==> config.mk <==
export PLATFORM = sky130hd
export DESIGN_NAME = mem_access_unit
export DESIGN_NICKNAME = d
export VERILOG_FILES = /design/src/rtl/mem_access_unit.sv
export SDC_FILE = /design/constraint.sdc
export NUM_CORES = 1
export LEC_CHECK = 0
export ABC_AREA = 1
export BUFFER_PORTS_ARGS = -buffer_cell sky130_fd_sc_hd__buf_4
export CORE_MARGIN = 5
export CORE_UTILIZATION = 58
export CTS_BUF_LIST = sky130_fd_sc_hd__clkbuf_8 sky130_fd_sc_hd__clkbuf_16
export CTS_CLUSTER_DIAMETER = 100
export CTS_CLUSTER_SIZE = 20
export DETAILED_ROUTE_END_ITERATION = 12
export GPL_TIMING_DRIVEN = 0
export PLACE_DENSITY = 0.86
export SLEW_MARGIN = 20
export SYNTH_ARGS = -nofsm -noshare
export SYNTH_HDL_FRONTEND = slang
export SYNTH_SLANG_ARGS = --single-unit
==> constraint.sdc <==
create_clock -name clk -period 3.3 [get_ports clk]
set_input_delay 0.66 -clock clk [delete_from_list [all_inputs] [get_ports clk]]
set_output_delay 0.66 -clock clk [all_outputs]
set_load 0.02 [all_outputs]
==> src/rtl/mem_access_unit.sv <==
// -----------------------------------------------------------------------------
// mem_access_unit
//
// Load/store front end for a word-wide data memory. Takes one CPU request at a
// time (byte, halfword or word) and turns it into word accesses:
//   - loads read the word, select the lane and sign/zero-extend it;
//   - word stores write directly;
//   - byte/half stores do a read-modify-write (read in ACCESS, write in MERGE_WR);
//   - misaligned or illegal-size requests get an error response without any
//     memory strobe.
//
// Ports:
//   clk, rst_n                      clock, asynchronous active-low reset
//   req_valid/req_ready             request handshake (ready only in IDLE)
//   req_write, req_size,
//   req_unsigned, req_addr,
//   req_wdata                       request fields, latched on acceptance
//   rsp_valid, rsp_rdata, rsp_err   one-cycle completion pulse with result
//   dm_addr, dm_din, dm_we, dm_re   data-memory word interface (outputs)
//   dm_dout                         combinational read data for dm_addr
// -----------------------------------------------------------------------------
module mem_access_unit #(
    parameter int ADDR_W = 32,
    parameter int DATA_W = 32
) (
    input  logic              clk,
    input  logic              rst_n,
    input  logic              req_valid,
    output logic              req_ready,
    input  logic              req_write,
    input  logic [1:0]        req_size,
    input  logic              req_unsigned,
    input  logic [ADDR_W-1:0] req_addr,
    input  logic [DATA_W-1:0] req_wdata,
    output logic              rsp_valid,
    output logic [DATA_W-1:0] rsp_rdata,
    output logic              rsp_err,
    output logic [31:0]       dm_addr,
    output logic [DATA_W-1:0] dm_din,
    output logic              dm_we,
    output logic              dm_re,
    input  logic [DATA_W-1:0] dm_dout
);

    typedef enum logic [1:0] {
        IDLE     = 2'd0,
        ACCESS   = 2'd1,
        MERGE_WR = 2'd2
    } state_t;

    localparam logic [1:0] SIZE_BYTE = 2'b00;
    localparam logic [1:0] SIZE_HALF = 2'b01;
    localparam logic [1:0] SIZE_WORD = 2'b10;

    state_t              state_reg, state_next;

    logic [ADDR_W-1:0]   addr_reg;
    logic [1:0]          size_reg;
    logic                write_reg;
    logic                unsigned_reg;
    logic [DATA_W-1:0]   wdata_reg;
    logic [DATA_W-1:0]   merge_reg;

    logic                rsp_valid_reg;
    logic                rsp_err_reg;
    logic [DATA_W-1:0]   rsp_rdata_reg;

    logic                accept;
    logic                req_legal;
    logic [DATA_W-1:0]   byte_shift;
    logic [DATA_W-1:0]   half_shift;
    logic [DATA_W-1:0]   load_val;
    logic [DATA_W-1:0]   merge_val;

    assign req_ready = (state_reg == IDLE);
    assign accept    = req_valid && req_ready;

    // Halves must be 2-byte aligned, words 4-byte aligned, size 11 never legal.
    always_comb begin
        req_legal = 1'b1;
        case (req_size)
            SIZE_HALF: req_legal = ~req_addr[0];
            SIZE_WORD: req_legal = (req_addr[1:0] == 2'b00);
            SIZE_BYTE: req_legal = 1'b1;
            default:   req_legal = 1'b0;
        endcase
    end

    // Word index; dm_addr follows the latched address in every state.
    assign dm_addr = 32'(addr_reg[ADDR_W-1:2]);

    // Little-endian lane selection: shift the addressed lane down to bit 0.
    assign byte_shift = dm_dout >> {addr_reg[1:0], 3'b000};
    assign half_shift = dm_dout >> {addr_reg[1], 4'b0000};

    always_comb begin
        load_val = dm_dout;
        case (size_reg)
            SIZE_BYTE: load_val = unsigned_reg ? {24'd0, byte_shift[7:0]}
                                               : {{24{byte_shift[7]}}, byte_shift[7:0]};
            SIZE_HALF: load_val = unsigned_reg ? {16'd0, half_shift[15:0]}
                                               : {{16{half_shift[15]}}, half_shift[15:0]};
            default:   load_val = dm_dout;
        endcase
    end

    // Read-modify-write: replace only the addressed lane of the current word.
    always_comb begin
        merge_val = dm_dout;
        case (size_reg)
            SIZE_BYTE: merge_val[{addr_reg[1:0], 3'b000} +: 8]  = wdata_reg[7:0];
            SIZE_HALF: merge_val[{addr_reg[1], 4'b0000} +: 16]  = wdata_reg[15:0];
            default:   merge_val = dm_dout;
        endcase
    end

    // Next state and memory strobes, decoded from state only so that an
    // asynchronous reset drops dm_we/dm_re immediately.
    always_comb begin
        state_next = state_reg;
        dm_re      = 1'b0;
        dm_we      = 1'b0;
        dm_din     = '0;
        case (state_reg)
            IDLE: begin
                if (accept && req_legal) begin
                    state_next = ACCESS;
                end
            end
            ACCESS: begin
                if (write_reg && (size_reg == SIZE_WORD)) begin
                    dm_we      = 1'b1;
                    dm_din     = wdata_reg;
                    state_next = IDLE;
                end else if (write_reg) begin
                    dm_re      = 1'b1;
                    state_next = MERGE_WR;
                end else begin
                    dm_re      = 1'b1;
                    state_next = IDLE;
                end
            end
            MERGE_WR: begin
                dm_we      = 1'b1;
                dm_din     = merge_reg;
                state_next = IDLE;
            end
            default: begin
                state_next = IDLE;
            end
        endcase
    end

    always_ff @(posedge clk or negedge rst_n) begin
        if (!rst_n) begin
            state_reg     <= IDLE;
            addr_reg      <= '0;
            size_reg      <= '0;
            write_reg     <= 1'b0;
            unsigned_reg  <= 1'b0;
            wdata_reg     <= '0;
            merge_reg     <= '0;
            rsp_valid_reg <= 1'b0;
            rsp_err_reg   <= 1'b0;
            rsp_rdata_reg <= '0;
        end else begin
            state_reg     <= state_next;
            // Response flags are single-cycle pulses; rdata holds until the
            // next response.
            rsp_valid_reg <= 1'b0;
            rsp_err_reg   <= 1'b0;
            case (state_reg)
                IDLE: begin
                    if (accept) begin
                        addr_reg     <= req_addr;
                        size_reg     <= req_size;
                        write_reg    <= req_write;
                        unsigned_reg <= req_unsigned;
                        wdata_reg    <= req_wdata;
                        if (!req_legal) begin
                            rsp_valid_reg <= 1'b1;
                            rsp_err_reg   <= 1'b1;
                            rsp_rdata_reg <= '0;
                        end
                    end
                end
                ACCESS: begin
                    if (!write_reg) begin
                        rsp_valid_reg <= 1'b1;
                        rsp_rdata_reg <= load_val;
                    end else if (size_reg == SIZE_WORD) begin
                        rsp_valid_reg <= 1'b1;
                        rsp_rdata_reg <= '0;
                    end else begin
                        merge_reg <= merge_val;
                    end
                end
                MERGE_WR: begin
                    rsp_valid_reg <= 1'b1;
                    rsp_rdata_reg <= '0;
                end
                default: begin
                end
            endcase
        end
    end

    assign rsp_valid = rsp_valid_reg;
    assign rsp_err   = rsp_err_reg;
    assign rsp_rdata = rsp_rdata_reg;

endmodule

==> flow_summary.json <==
{
  "cts_max_path_buffers": 2,
  "via_per_inst": 5.79,
  "ioPinCount": 204,
  "slowest_stage": "dfrtp_1",
  "worstReg2RegStart": "addr_reg[1]",
  "cts_tree": "built",
  "path_clk_slew_ns": 0.06,
  "synth_area_per_cell_um2": 7.69,
  "worstSetupStartpoint": "state_reg[0]",
  "dp_hpwl_um": 20800,
  "path_depth": 7,
  "layout_min_cycle_time_ns": 3.15,
  "first_pass_iters": 5,
  "ff2ff_path_depth": 13,
  "die_h_um": 127,
  "crit_buf_inv": 4,
  "synth_top_family_by_area": "simple AND/OR/NAND/NOR gates",
  "clock-sinks": 136,
  "async_flop_share_pct": 100,
  "drc": 0,
  "diodes": 0,
  "startpoint_type": "flop",
  "ant_nets": 0,
  "grt_pass1_wl_um": 44500,
  "yosys_warnings": 0,
  "synth-adder-area-share_pct": 1.58,
  "num_vias": 8344,
  "status": "complete, no violations",
  "synthDistinctLibCells": 29,
  "routedWlPerCell_um": 19.5,
  "synth_top_cells_by_count": "282 x nand2_1, 136 x dfrtp_1, 112 x a21oi_1",
  "nets": 1365,
  "synth_edf_count": 0,
  "slew_violations": 0,
  "max_stage_delay_ns": 0.41,
  "die_w_um": 127,
  "dieArea_um2": 16100,
  "setup_viol_count_final": 0,
  "p_per_area_nw_per_um2": 1090,
  "worst_pin_slew_ns": 0.733,
  "drt_iter0_drc": 984,
  "initial_core_util_pct": 59.6,
  "synth-simple-area-share_pct": 21.6,
  "synth.top_cells.by_area": "dfrtp_1 43%, nand2_1 13%, a21oi_1 7.1%",
  "area_growth_pct": 29.9,
  "synth-compound-area-share_pct": 17.6,
  "r2r_slack_ns": 0.17,
  "grt_usage_pct": 35.2,
  "root_buffer": "clkbuf_16",
  "setup_tns_ns": 0,
  "crit_chain": "inv_1 > ha_1 > clkbuf_1 > clkbuf_2 > nand2_1 > a21oi_1 > buf_4",
  "finClkSkew_ns": 0.00595,
  "synth_xor_area_share_pct": 0,
  "r2r-end": "merge_reg[5]",
  "hp-class": "in2async",
  "worstPathMaxFanout": 10,
  "ys.flop_type": "dfrtp_1",
  "coreArea_um2": 13300,
  "wirelength_um": 28100,
  "fmax_ghz": 0.318,
  "grt_setup_unrepaired": "false",
  "grt_max_degree": 84,
  "post_cts_buffers": 0,
  "yosysSeqAreaShare_pct": 43.0,
  "syn_area_um2": 7920,
  "insertion_delay_ns": 0.43,
  "cp_top_family": "buffers and inverters",
  "hold_viol_final": 0,
  "gp_congestion": 0.992,
  "ir_drop_v": 0.000782,
  "htree_levels": 4,
  "crit_end": "dm_din[15]",
  "antenna_found_initial": 0,
  "grt_pass1_vias": 8296,
  "period_share_pct": 95.4,
  "syn_inst": 1030,
  "yosysTopAreaCell": "dfrtp_1",
  "row_count": 42,
  "portBuffers": 201,
  "hold_buffers": 0,
  "drive_gt1_share_pct": 28.5,
  "end_kind": "primary output",
  "cts_buffers": 17,
  "power_uw": 11200,
  "synth.most_common_cell": "nand2_1",
  "crit_arrival_ns": 2.49,
  "yosys.area.top_type_share_pct": 43.0,
  "max_slew_margin_pct": 51.1,
  "critPathKind": "reg2out",
  "crit_required_ns": 2.64,
  "synth.ff_latch_count": 136,
  "synth.area.mux_share_pct": 6.54,
  "maxCapViolations": 0,
  "overflow": 0,
  "p_leak_uw": 0.00516
}
## per-layer routing
layer,part of all wire (%),GRT usage (%)
met2,47,55.9
met3,10,8.87
met4,4.2,15.3
met5,0,0
met1,38,45.9
## power by group
part	switching, uW	total (uW)	internal (uW)
clock network	757	1920	1170
registers	547	3040	2490
logic	3840	6210	2370
## final cells by class
| class | count | area (um^2) |
|---|---|---|
| Buffer | 89 | 499 |
| Clock buffer | 20 | 467 |
| Clock inverter | 12 | 124 |
| Fill cell | 986 | 3010 |
| Inverter | 72 | 270 |
| Multi-Input combinational cell | 734 | 3760 |
| Sequential cell | 136 | 3400 |
| Tap cell | 176 | 220 |
| Timing Repair Buffer | 202 | 1540 |
## through the flow
| step | std cells | hold WS [ns] | utilization [%] | setup WS [ns] | instance area, um^2 |
|---|---|---|---|---|---|
| final | 1441 | 0.214 | 77.4 | 0.152 | 10300 |
| after global routing | 1441 | 0.265 | 77.4 | 0.00208 | 10300 |
| after CTS | 1441 | 0.260 | 77.3 | 0.0453 | 10300 |
| after detailed placement | 1409 | 0.468 | 72.9 | 0.302 | 9690 |
| after global placement | 1408 | 0.465 | 72.6 | 0.337 | 9650 |
| after floorplan | 1031 | 0.364 | - | 1.08 | 7920 |
## kinds of logic after synthesis
group | Yosys count
AND/OR/NAND/NOR | 425
buffers and inverters | 161
flip-flops | 136
other | 1
multiplexers | 46
adder cells (fa/ha/maj) | 10
AO/OA/AOI/OAI | 251
## timing repair
item	4_1_cts	5_1_grt
resized for setup	1	3
endpoints found under the setup margin	1	19
pin swaps	0	0
## how the worst min path moves through the flow
stage | endpoint | cells after the start | slack (ns) | startpoint
2_1_floorplan | addr_reg[0] | 0 | 0.36 | rst_n
3_3_place_gp | rsp_rdata[27] | 2 | 0.47 | rsp_rdata[27]
3_5_place_dp | rsp_rdata[17] | 2 | 0.47 | rsp_rdata[17]
4_1_cts | merge_reg[0] | 1 | 0.26 | rst_n
5_1_grt | wdata_reg[3] | 1 | 0.26 | rst_n
6_report | merge_reg[4] | 1 | 0.21 | rst_n
## placed cells by master, fill, tap and decap left out, types with 3 or more instances in the layout
cell type     n
buf_4       234
ha_1         10
nand2_1     282
o21a_1       18
o21ai_0      80
dfrtp_1     136
clkinv_2      4
a21oi_1     112
clkinvlp_4    3
clkbuf_1     31
nand3_1      24
clkbuf_16    17
clkbuf_8      3
or2_2        16
nand2_2       3
o211ai_1     29
mux2_2       46
o22ai_1      11
buf_1         4
inv_1        69
nor2_1       92
buf_2        16
## worst register-to-register path, stage by stage, from the launching register on
cell and delay, ns:
dfrtp_1 0.46, buf_6 0.18, inv_1 0.06, buf_2 0.22, clkbuf_1 0.57, ha_1 0.21, buf_2 0.20, clkinv_1 0.29
nand2_1 0.34, o21ai_0 0.14, nand2_1 0.10, nand2_1 0.07, o22ai_1 0.12, inv_1 0.06
Power figures use the tool's default switching activity.
